**src/rtl/cpu_defs.sv**
```systemverilog
// Shared CPU definitions: exception codes, the default exception vector,
// the commit-point scheduler state encoding and the exception bundle type.
package cpu_defs;

  localparam logic [4:0]  EXCCODE_INT        = 5'h00;
  localparam logic [31:0] EXC_VECTOR_DEFAULT = 32'hBFC0_0380;

  typedef enum logic [1:0] {
    IDLE,
    FLUSH,
    REDIR
  } exc_sched_state_e;

  typedef struct packed {
    logic        ex;
    logic [4:0]  exccode;
    logic        bd;
    logic [31:0] badvaddr;
  } exception_t;

endpackage

```
**src/rtl/exc_sched.sv**
```systemverilog
// Commit-point exception/interrupt scheduler.
// Picks one event per WB commit slot (interrupt > exception > ERET), pulses
// CP0 for one cycle, holds flush for FLUSH_CYCLES cycles, then presents a
// valid/ready redirect to fetch. Commits are blocked until it is accepted.
// Optional: define EXC_SCHED_STAT_EN to add exc_count/eret_count outputs.
module exc_sched
  import cpu_defs::*;
#(
  parameter int unsigned FLUSH_CYCLES = 2,
  parameter logic [31:0] EXC_VECTOR   = EXC_VECTOR_DEFAULT
) (
  input  logic        clk,
  input  logic        reset,
  input  logic        ws_valid,
  input  logic        ws_ex,
  input  logic [4:0]  ws_exccode,
  input  logic        ws_bd,
  input  logic [31:0] ws_badvaddr,
  input  logic        ws_eret,
  input  logic [31:0] ws_pc,
  input  logic [7:0]  int_pending,
  input  logic [31:0] epc,
  output logic        commit_ok,
  output logic        c0_ex,
  output logic [4:0]  c0_exccode,
  output logic        c0_bd,
  output logic [31:0] c0_badvaddr,
  output logic [31:0] c0_pc,
  output logic        c0_eret,
  output logic        flush,
  output logic        redir_valid,
  output logic [31:0] redir_pc,
  input  logic        redir_ready
`ifdef EXC_SCHED_STAT_EN
  ,
  output logic [31:0] exc_count,
  output logic [31:0] eret_count
`endif
);

  localparam logic [3:0] FLUSH_LOAD = 4'(FLUSH_CYCLES);

  exc_sched_state_e state_q, state_d;
  logic [3:0]       flushCnt_q, flushCnt_d;
  logic [31:0]      redirPc_q, redirPc_d;

  logic       intEvt, excEvt, eretEvt;
  exception_t evtSel;

  // Event priority: a pending interrupt beats an exception, which beats ERET.
  always_comb begin
    intEvt  = ws_valid && (int_pending != 8'h00);
    excEvt  = ws_valid && !intEvt && ws_ex;
    eretEvt = ws_valid && !intEvt && !ws_ex && ws_eret;
    evtSel  = '0;
    if (intEvt) begin
      evtSel.ex      = 1'b1;
      evtSel.exccode = EXCCODE_INT;
      evtSel.bd      = ws_bd;
    end else if (excEvt) begin
      evtSel.ex       = 1'b1;
      evtSel.exccode  = ws_exccode;
      evtSel.bd       = ws_bd;
      evtSel.badvaddr = ws_badvaddr;
    end
  end

  // Next-state and output decode for the IDLE/FLUSH/REDIR sequence.
  always_comb begin
    state_d     = state_q;
    flushCnt_d  = flushCnt_q;
    redirPc_d   = redirPc_q;
    commit_ok   = 1'b0;
    c0_ex       = 1'b0;
    c0_exccode  = 5'h00;
    c0_bd       = 1'b0;
    c0_badvaddr = 32'h0;
    c0_pc       = 32'h0;
    c0_eret     = 1'b0;
    flush       = 1'b0;
    redir_valid = 1'b0;
    unique case (state_q)
      IDLE: begin
        if (evtSel.ex || eretEvt) begin
          c0_ex       = evtSel.ex;
          c0_exccode  = evtSel.exccode;
          c0_bd       = evtSel.bd;
          c0_badvaddr = evtSel.badvaddr;
          c0_pc       = evtSel.ex ? ws_pc : 32'h0;
          c0_eret     = eretEvt;
          redirPc_d   = eretEvt ? epc : EXC_VECTOR;
          flushCnt_d  = FLUSH_LOAD;
          state_d     = FLUSH;
        end else begin
          commit_ok = 1'b1;
        end
      end
      FLUSH: begin
        flush = 1'b1;
        if (flushCnt_q <= 4'd1) begin
          flushCnt_d = 4'd0;
          state_d    = REDIR;
        end else begin
          flushCnt_d = flushCnt_q - 4'd1;
        end
      end
      REDIR: begin
        redir_valid = 1'b1;
        if (redir_ready) begin
          state_d = IDLE;
        end
      end
      default: begin
        state_d = IDLE;
      end
    endcase
  end

  assign redir_pc = redirPc_q;

  // State, flush counter and redirect target registers.
  always_ff @(posedge clk) begin
    if (reset) begin
      state_q    <= IDLE;
      flushCnt_q <= 4'd0;
      redirPc_q  <= 32'h0;
    end else begin
      state_q    <= state_d;
      flushCnt_q <= flushCnt_d;
      redirPc_q  <= redirPc_d;
    end
  end

`ifdef EXC_SCHED_STAT_EN
  logic [31:0] excCount_q, eretCount_q;

  // Event statistics; both counters wrap naturally at 32 bits.
  always_ff @(posedge clk) begin
    if (reset) begin
      excCount_q  <= 32'h0;
      eretCount_q <= 32'h0;
    end else begin
      if (c0_ex)   excCount_q  <= excCount_q + 32'd1;
      if (c0_eret) eretCount_q <= eretCount_q + 32'd1;
    end
  end

  assign exc_count  = excCount_q;
  assign eret_count = eretCount_q;
`endif

endmodule

```
**config.mk**
```make
export PLATFORM = sky130hd
export DESIGN_NAME = exc_sched
export DESIGN_NICKNAME = d
export VERILOG_FILES = /design/src/rtl/cpu_defs.sv /design/src/rtl/exc_sched.sv
export SDC_FILE = /design/constraint.sdc
export NUM_CORES = 1
export LEC_CHECK = 0
export CORE_MARGIN = 2
export CORE_UTILIZATION = 27
export DETAILED_ROUTE_END_ITERATION = 16
export HOLD_SLACK_MARGIN = 0.12
export PLACE_DENSITY = 0.87
export SKIP_LAST_GASP = 1
export SLEW_MARGIN = 20
export SYNTH_ARGS = -nofsm -noshare
export SYNTH_HDL_FRONTEND = slang
export SYNTH_SLANG_ARGS = --single-unit
```
**constraint.sdc**
```tcl
create_clock -name clk -period 1.7 [get_ports clk]
set_input_delay 0.255 -clock clk [delete_from_list [all_inputs] [get_ports clk]]
set_output_delay 0.255 -clock clk [all_outputs]
set_load 0.05 [all_outputs]
```
-- Word level (Yosys, flattened, before mapping)
Index checks and enable logic that the tools add are counted.
- bits in registers: 38
- logic and storage cells: 52
- input port bits: 116
- mux-type cells: 28
- equal/unequal tests: 5
- magnitude comparators: 1
- reduce and logical (&&, ||, !) cells: 14
- add/sub/neg operators: 1
- operators by type and width (operator ; count):
    32-bit 2-to-1 mux ; 7
    39-bit 2-to-1 mux ; 1
    1-bit 2-to-1 mux ; 10
    5-bit 2-to-1 mux ; 2
    4-bit 2-to-1 mux ; 2
    4-bit case mux with 2 select lines ; 1
    8-bit nonzero test ; 1
    7-bit 2-to-1 mux ; 1
    2-bit 2-to-1 mux ; 3
    2-bit != test, second input constant ; 3
    2-bit case mux with 3 select lines ; 1
    1-bit logical AND ; 5
    4-bit by 1-bit less-or-equal comparator with 1-bit output, second input constant ; 1
    2-bit AND reduction ; 2
    4-bit by 1-bit subtractor with 4-bit output, second input constant ; 1
    3-bit AND reduction ; 1
    2-bit by 1-bit == test with 1-bit output, second input constant ; 1
    2-bit == test, second input constant ; 1
    1-bit zero test ; 2
    2-bit zero test ; 1
    2-bit nonzero test ; 1
    1-bit logical OR ; 1

-- Longest topological paths before layout
Gate-level depths: netlist of the first run.
- depth in word-level cells: 10
- depth in mapped cells: 6
- depth with buffers taken out: 6

-- Worst setup path after synthesis of the first run
No wires, ideal clock.
- kind: input -> output
- start point: in int_pending[7]
- end point: out commit_ok
- stages on the path: 3
- path slack: -0.525 ns
- data arrival time: 1.970 ns
- path through: nor4_4 nand3_1 a211oi_1
- word-level cells in the longest chain between the ends: 10
- elaborated cells between the ends (all ways): 12
- classes of those cells: 4 x mux; 8 x reduce/logical
- ends and longest elaborated chain (what ; line ; text):
    start: declaration ; exc_sched.sv:21 ; input logic [7:0] int_pending,
    8-bit nonzero test (*) ; exc_sched.sv:52 ; intEvt = ws_valid && (int_pending != 8'h00);
    1-bit logical AND (*) ; exc_sched.sv:52 ;
    1-bit zero test ; exc_sched.sv:53, exc_sched.sv:54 ;
    1-bit logical AND ; exc_sched.sv:53, exc_sched.sv:54 ;
    1-bit logical AND ; exc_sched.sv:53 ; excEvt = ws_valid && !intEvt && ws_ex;
    39-bit 2-to-1 mux ; exc_sched.sv:60 ; end else if (excEvt) begin
    7-bit 2-to-1 mux ; exc_sched.sv:56 ; if (intEvt) begin
    1-bit logical OR (*) ; exc_sched.sv:84 ; if (evtSel.ex || eretEvt) begin
    1-bit 2-to-1 mux (*) ; exc_sched.sv:84 ;
    1-bit 2-to-1 mux (*) ; exc_sched.sv:82 ; unique case (state_q)
    end: declaration ; exc_sched.sv:23 ; output logic commit_ok,
Every way passes the cells marked *; elsewhere a longest branch is shown, timed or not.

-- Worst setup path after layout of the first run
- start point: in ws_ex
- end point: out c0_badvaddr[4]
- word-level cells in the longest chain between the ends: 6
- elaborated cells between the ends (all ways): 10
- classes of those cells: 5 x mux; 5 x reduce/logical
- ends and longest elaborated chain (what ; line ; text):
    start: declaration ; exc_sched.sv:15 ; input logic ws_ex,
    1-bit logical AND / 1-bit zero test (equally long branches) ; exc_sched.sv:53, exc_sched.sv:54 ;
    39-bit 2-to-1 mux / 1-bit logical AND (equally long branches) ; exc_sched.sv:60, exc_sched.sv:54 ;
    7-bit 2-to-1 mux / 1-bit logical AND (equally long branches) ; exc_sched.sv:56, exc_sched.sv:54 ;
    1-bit logical OR ; exc_sched.sv:84 ;
    32-bit 2-to-1 mux (*) ; exc_sched.sv:84 ;
    32-bit 2-to-1 mux (*) ; exc_sched.sv:82 ;
    end: declaration ; exc_sched.sv:27 ; output logic [31:0] c0_badvaddr,
Marks and branches as above.

==> flow_results.org, run 1 <==
** Logic synthesis
- Synthesis produced a netlist with a net count of 332.
- Synth area leaders :: sky130_fd_sc_hd__dfxtp_1, sky130_fd_sc_hd__and2_1, sky130_fd_sc_hd__a22o_1
- Total of flip-flops plus latches after synthesis :: 38
- Average cell area after synthesis :: 8.741 um^2
- After synthesis, the netlist uses 29 different library cells.
- Part of the Yosys area used for sequential elements :: 0.4067
- Number of standard cells after synthesis :: 214
- Of the post-synthesis cell area, the dominant cell type holds 0.4067.
- Number of warning messages in the yosys log :: 0
- The largest total area in the synthesized netlist belongs to sky130_fd_sc_hd__dfxtp_1.
- Netlist Area Pre-Place :: 0.001871 mm^2

** Route
- Initial DRC Count :: 162
- In the routed design, unresolved DRC markers number 0.
- Routed Wire Length :: 13080 um
- In the final routed layout, each cell accounts on average for 23.61 um.
- The first TritonRoute pass finished after 4 iterations.
- In this run the remaining antenna-violating nets after routing total 0.
- After detailed routing, the number of vias per cell comes to 5.190.
- Vias :: 2875

** Power
- Share of total power in the clock network :: 0.228
- Total Power :: 3291 uW
- Worst IR Drop VDD :: 0.0006745 V
- Static Leak :: 0.002445 uW
- Switching power summed over all nets :: 1119 uW
- For this design the ratio of total power to cell area is 576.0 mW/mm^2.
- Cell-internal power :: 2172 uW
- Fraction of power consumed by combinational cells :: 0.474
- Flop pwr share :: 0.298
- Fraction of power spent switching nets :: 0.3400

** Floorplan
- For this configuration, the core starts out at a cell density of 0.2769.
- The initialized floorplan defines 30 standard-cell rows.
- The floorplan step set the die width to 87.24 um.
- Standard cell core area :: 0.006756 mm^2
- Overall die height :: 87.24 um
- The die covers 0.007610 mm^2.
- Ports :: 223

** Clocking
- Cts-stage hold buffer count :: 0
- Source-to-sink clock delay at the later pin of the worst-skew pair :: 0.28 ns
- Clock tree from TritonCTS :: done
- Clock-pin slew was measured on the worst setup and hold paths at 0.07 ns.
- Deepest clock path buffer count :: 2
- Number of buffers created by CTS :: 5
- Cell at the root of the clock tree :: sky130_fd_sc_hd__clkbuf_8
- Count of H-tree levels built during CTS :: 2
- Number of clock sinks :: 38

** STA
- After layout, the minimum clock period comes to 2.110 ns.
- Setup repair after global routing could not meet its margin everywhere.
- Final worst-path cycle share :: 1.241
- Transition time of the tightest slew-check pin :: 0.3332 ns
- Number of max-slew violations in the final report :: 0
- Post-route setup slack :: -0.4099 ns
- The hold violation total from the final report was 0.
- Worst slew margin relative to its limit :: 0.7762
- Post-route clock skew :: 0.005989 ns
- Setup-violating endpoint count in the final report :: 101
- Static timing analysis puts the maximum clock frequency at 0.4740 GHz.

** Place
- The placed instances occupy a cell area of 0.005105 mm^2.
- Final HPWL from detailed placement :: 8428 um
- Once placement completed, the tool counted placed cells totaling 521.
- Port-buffer cells :: 222
- At the end of routability-driven placement, the weighted congestion stood at 0.8903.

** Status
- Violated checks :: setup timing
- Outcome :: complete, but fails checks

** Finish
- Filler-free cell count of the finished design :: 554
- Post-Layout Inst Area :: 0.005713 mm^2
- Share of post-route cells with drive strength above 1 :: 0.5295
- The number of antenna diodes in the final layout is 0.
- Fillers :: 293
- The net count of the finished layout is 591.
- Relative to the synthesized area, the layout overhead comes to 205.4%.
- Seq. cell area :: 763.2 um^2
- Area of combinational cells with multiple inputs :: 0.001290 mm^2

** Global route
- The first global-routing pass estimated 18470 um of wire.
- Entering global routing, the biggest net connects 21 pins.
- Via count of the first global-routing pass :: 3099
- Aggregate global-route resource usage :: 0.3296
- Number of antenna violations at the first check in global routing :: 0
- Global routing finished with a remaining overflow of 0.

** Critical path
- The critical path goes through clkdlybuf4s50_1 -> inv_2 -> nor2_4 -> buf_6 -> buf_6 -> buf_16 -> and2_4 -> buf_12.
- The slowest stage of the critical path is the sky130_fd_sc_hd__clkdlybuf4s50_1 cell.
- Category of the critical setup timing path :: in -> out
- Critical path's largest stage delay :: 0.65 ns
- WP data arrival :: 1.85 ns
- Of all nets on the critical path, the largest fanout is 9.
- The cell that appears most often on the critical path is sky130_fd_sc_hd__buf_6.
- Buffers & Inverters on Critical Path :: 6
- At the worst endpoint, the required time is 1.44 ns.
- The worst setup path is launched from an input pin.
- Type of element capturing the critical path :: primary output
- Dominant delay contributor by cell family on the critical path :: buffers and inverters

** Flow run
- Maxcap violations :: 0

** Worst hold path
- In this run the worst hold path is classified as reg -> reg.
-- cell usage after synthesis --
master                     number
sky130_fd_sc_hd__nor2_1        22
sky130_fd_sc_hd__nor4_4         2
sky130_fd_sc_hd__nor3b_1        2
sky130_fd_sc_hd__a221oi_1       1
sky130_fd_sc_hd__nand2b_1       1
sky130_fd_sc_hd__nor2_2         1
sky130_fd_sc_hd__o21ai_0        1
sky130_fd_sc_hd__and2_1        70
sky130_fd_sc_hd__o211ai_1       1
sky130_fd_sc_hd__o2111a_1       1
sky130_fd_sc_hd__or3b_1         1
sky130_fd_sc_hd__a21oi_1        2
sky130_fd_sc_hd__ha_1           2
sky130_fd_sc_hd__nor4_1         1
sky130_fd_sc_hd__clkbuf_1       8
sky130_fd_sc_hd__nand4_1        2
sky130_fd_sc_hd__dfxtp_1       38
sky130_fd_sc_hd__buf_2          6
sky130_fd_sc_hd__nor2b_1        2
sky130_fd_sc_hd__a32o_1         1
sky130_fd_sc_hd__a22o_1        20
sky130_fd_sc_hd__a211oi_1       1
sky130_fd_sc_hd__o31a_1         1
sky130_fd_sc_hd__a31oi_1        2
sky130_fd_sc_hd__nand3_1        2
sky130_fd_sc_hd__o22ai_1       12
sky130_fd_sc_hd__a31oi_2        1
sky130_fd_sc_hd__inv_1          8
sky130_fd_sc_hd__nor3_1         2
-- worst paths after layout --
path	startpoint	to	slack, ns	depth (start not counted)
worst max register to register	state_q[1]	redir_pc[20]	-0.10	9
worst min register to register	redir_pc[21]	redir_pc[21]	0.48	1
worst min-delay path	redir_pc[21]	redir_pc[21]	0.48	1
worst max-delay path	ws_ex	c0_badvaddr[4]	-0.41	8
-- cell families after synthesis --
family	count (synthesis)	synth area share
AOI/OAI and AO/OA	44	0.1839
adders and majority gates	2	0.01338
buffers and inverters	22	0.04816
DFF	38	0.4067
and+or+nand+nor	108	0.3478
-- what timing repair did --
item | 4_1_cts | 5_1_grt
endpoints found under the setup margin | 105 | 105
pin swaps | 75 | 2
gates cloned | 8 | 2
resized for setup | 110 | 11
buffers inserted | 14 | 1
-- placed cells by master (no fill, tap or decap), types with 3 or more instances in the layout --
cell / netlist / routed
sky130_fd_sc_hd__a22o_1: 20 / 20
sky130_fd_sc_hd__nor2_1: 22 / 20
sky130_fd_sc_hd__buf_6: 0 / 19
sky130_fd_sc_hd__buf_2: 6 / 5
sky130_fd_sc_hd__buf_4: 0 / 47
sky130_fd_sc_hd__clkbuf_8: 0 / 5
sky130_fd_sc_hd__dfxtp_1: 38 / 36
sky130_fd_sc_hd__buf_12: 0 / 79
sky130_fd_sc_hd__clkdlybuf4s50_1: 0 / 106
sky130_fd_sc_hd__inv_1: 8 / 6
sky130_fd_sc_hd__nor2_4: 0 / 3
sky130_fd_sc_hd__o22ai_1: 12 / 11
sky130_fd_sc_hd__and2_4: 0 / 70
sky130_fd_sc_hd__buf_16: 0 / 5
-- state kept, by name, indices dropped and copies added (netlist names) --
signal	cells
redir_pc	32
flushCnt_q	4
state_q	2
-- power groups by stage --
stage	Combinational, uW	Clock (uW)	Sequential, uW
global route	1610	802	984
finish	1560	750	980
floorplan	550	0	1090
global placement	1390	0	982
detailed placement	1420	0	985
CTS	1500	755	967
-- layer usage --
| layer | track usage | wire, um | vias up |
|---|---|---|---|
| li1 | - | - | 1256 |
| met1 | 0.3657 | 4686 | 1380 |
| met2 | 0.5829 | 6711 | 194 |
| met3 | 0.08720 | 1067 | 45 |
| met4 | 0.1552 | 614 | 0 |
| met5 | 0 | 0 | - |
-- through the flow --
| stage | utilization | TNS [ns] | hold slack (ns) | setup slack [ns] |
|---|---|---|---|---|
| 2_1_floorplan | - | -4.031 | 0.3877 | -0.08076 |
| 3_3_place_gp | 0.7556 | -44.04 | 0.4588 | -0.4576 |
| 3_5_place_dp | 0.7556 | -46.15 | 0.4629 | -0.4850 |
| 4_1_cts | 0.8363 | -19.61 | 0.4856 | -0.3175 |
| 5_1_grt | 0.8456 | -32.91 | 0.4985 | -0.4414 |
| 6_report | 0.8456 | -29.07 | 0.4845 | -0.4099 |
-- final cells by class --
type	instances	share of cell area
timing repair buffer	266	0.5992
tap	80	0.01752
sequential	38	0.1336
inverter	8	0.005256
clock buffer	7	0.01336
clock inverter	1	0.005256
multi-input combinational	154	0.2258
(Power assumes the default switching activity.)
==> run 2: changes to the inputs <==
--- a/config.mk
+++ b/config.mk
@@ -5,11 +5,13 @@
 export SDC_FILE = /design/constraint.sdc
 export NUM_CORES = 1
 export LEC_CHECK = 0
+export CELL_PAD_IN_SITES_DETAIL_PLACEMENT = 1
+export CELL_PAD_IN_SITES_GLOBAL_PLACEMENT = 1
 export CORE_MARGIN = 2
-export CORE_UTILIZATION = 27
+export CORE_UTILIZATION = 18
 export DETAILED_ROUTE_END_ITERATION = 16
 export HOLD_SLACK_MARGIN = 0.12
-export PLACE_DENSITY = 0.87
+export PLACE_DENSITY = 0.91
 export SKIP_LAST_GASP = 1
 export SLEW_MARGIN = 20
 export SYNTH_ARGS = -nofsm -noshare
==> constraint.sdc (replaced) <==
create_clock -name clk -period 2.65 [get_ports clk]
set_input_delay 0.3975 -clock clk [delete_from_list [all_inputs] [get_ports clk]]
set_output_delay 0.3975 -clock clk [all_outputs]
set_load 0.05 [all_outputs]
==> flow_results.org, run 2 (synthesis results as in run 1) <==
** Status
- Outcome :: finished, final reports clean

** STA
- In this run the tightest slew margin relative to its limit is 0.6003.
- Transition time of the tightest slew-check pin :: 0.5976 ns
- Setup repair after global routing missed its margin :: yes
- Number of max-slew violations in the final report :: 0
- Setup-violating endpoint count in the final report :: 0
- The hold violation total from the final report is 0.
- On the final layout, the worst clock skew is 0.003497 ns.
- Peak clock frequency supported by timing :: 0.3849 GHz
- Final period demand of the worst path :: 2.598 ns
- Of the available clock period, the critical path in the final layout requires 0.9804.

** Clocking
- Cell at the root of the clock tree :: sky130_fd_sc_hd__clkbuf_8
- The number of gates resized after CTS was 1.
- Source-to-sink clock delay at the later pin of the worst-skew pair :: 0.28 ns
- The H-tree was split into 2 levels.
- After clock tree synthesis, the clock-pin slew on the worst setup and hold paths is 0.06 ns.
- Cts-stage hold buffer count :: 0
- Deepest clock path buffer count :: 2
- Number of clock sinks :: 38
- In this run the post-CTS setup repair buffer count came out at 0.
- In this run, CTS created clock tree buffers numbering 5.
- Clock tree from TritonCTS :: done

** Route
- Routed Wire Length :: 11360 um
- The detailed router put a total of 3977 um of wire on met1.
- WL met2 :: 6180 um
- In this run the top signal layer used is met4.
- Average wire length per cell after detail routing :: 19.80 um
- Post-route DRC violation count :: 0
- Vias per Instance :: 4.361
- Met3 Routed Length :: 892 um
- The pre-antenna-repair detailed-routing pass consisted of 4 iterations.
- Once detail routing completed, the nets flagged for antenna violations numbered 0.
- Across all layers, the routed design uses 2503 vias.
- After the first detailed-routing iteration, the DRC count stood at 78.

** Critical path
- WP data arrival :: 2.20 ns
- Most used cell along the critical path :: sky130_fd_sc_hd__buf_12
- Grouping stages by cell kind, the critical path spends the most delay in buffers and inverters.
- Among all stages on the critical path, the largest delay is contributed by sky130_fd_sc_hd__clkdlybuf4s50_1.
- The worst setup path is of the in -> out kind.
- Of all nets on the critical path, the largest fanout is 34.
- For this run, the slowest stage of the critical path takes 0.56 ns.
- Buffers & Inverters on Critical Path :: 3
- CP startpoint kind :: input pin
- Type of element capturing the critical path :: primary output
- Cell-by-cell trace of the critical path :: clkdlybuf4s50_1 -> or3b_4 -> a31oi_2 -> buf_12 -> and2_1 -> buf_12
- At the worst endpoint, the required time is 2.25 ns.

** Floorplan
- During I/O placement, the number of pins put on the boundary was 223.
- The initial utilization of the core area, before any placement, comes to 0.1837.
- Measured along the x axis, the die boundary spans 105.9 um.
- Row Count :: 37
- In this run the vertical extent of the chip is 105.9 um.
- The core region is 0.01018 mm^2.
- The floorplan step defined a die boundary enclosing 0.01122 mm^2.

** Finish
- Share of post-route cells with drive strength above 1 :: 0.2215
- Leading cell type in the layout, fill and taps excluded :: sky130_fd_sc_hd__clkdlybuf4s50_1
- The register with the most flip-flops in the layout has 32 of them.
- Post-synthesis to final-layout area growth :: 175.0%
- Post-Layout Inst Area :: 0.005144 mm^2
- Core occupancy in the finished layout :: 0.5050
- After the last flow step, the layout net total stands at 557.
- Fillers :: 1073
- In the layout the commonest cells are sky130_fd_sc_hd__clkdlybuf4s50_1, sky130_fd_sc_hd__buf_12, sky130_fd_sc_hd__and2_1, sky130_fd_sc_hd__dfxtp_1, sky130_fd_sc_hd__nor2_1.
- The repair_antennas step left the layout with diodes totalling 0.

** Global route
- Entering global routing, the biggest net connects 38 pins.
- Summed over all layers, the global routing overflow is 0.
- The first global-routing pass estimated 16950 um of wire.
- The number of antenna violations at the first check in global routing was 0.
- The number of global-route vias before repair is 2794.
- Aggregate global-route resource usage :: 0.1993

** Flow run
- Maxcap violations :: 0

** Place
- Area post-placement :: 0.005052 mm^2
- Port-buffer cells :: 222
- Summed over all nets, the half-perimeter wirelength after detailed placement is 9929 um.
- Routability-driven placement finished with a final weighted congestion of 0.8030.

** Power
- Worst IR Drop VDD :: 0.0002526 V
- In this run the power density over the cells is 363.5 mW/mm^2.
- Static Leak :: 0.002022 uW

** Worst hold path
- Worst hold path class :: reg -> reg
==> run 2: cell type report <==
cell class	count	area, um^2	share of cell area
clock buffer	6	82.58	0.01605
inverter	8	30.03	0.005838
multi-input combinational	154	1035	0.2012
sequential	38	760.7	0.1479
tap	136	170.2	0.03308
timing repair buffer	232	3065	0.5960
==> run 2: worst paths after layout <==
check        slack, ns         from  cells after the start           end
max               0.05     ws_valid                      6     c0_pc[29]
max reg2reg       0.67   state_q[1]                      5  redir_pc[11]
min reg2reg       0.47  redir_pc[5]                      1   redir_pc[5]
min               0.47  redir_pc[5]                      1   redir_pc[5]
==> run 2: report_power, final <==
part	switching (uW)	internal, uW	leakage [uW]
clock network	186	200	0.0000431
logic	433	428	0.00167
registers	22.4	600	0.000310
total	641	1230	0.00202
==> run 2: stage by stage <==
stage	TNS, ns	hold slack [ns]	total power, uW	instances	setup WS [ns]
5_1_grt	-0.01862	0.4910	1952	574	-0.01251
3_5_place_dp	0	0.4571	1500	568	0.001520
3_3_place_gp	0	0.4572	1470	568	0.03190
4_1_cts	0	0.4793	1898	574	0.02409
2_1_floorplan	0	0.4651	1006	214	0.1395
6_report	0	0.4743	1870	574	0.05182
==> run 2: per-layer routing <==
metal	track usage	vias to the layer above
met2	0.3825	127
met5	0	-
met3	0.06315	18
li1	-	1177
met4	0.06391	0
met1	0.2032	1181
==> run 2: worst register-to-register path: stages, from the launching register on <==
cell and delay [ns]:
sky130_fd_sc_hd__dfxtp_1 0.37, sky130_fd_sc_hd__or3b_4 0.44, sky130_fd_sc_hd__a31oi_2 0.51, sky130_fd_sc_hd__nor2_1 0.09, sky130_fd_sc_hd__buf_4 0.23, sky130_fd_sc_hd__a22o_1 0.22
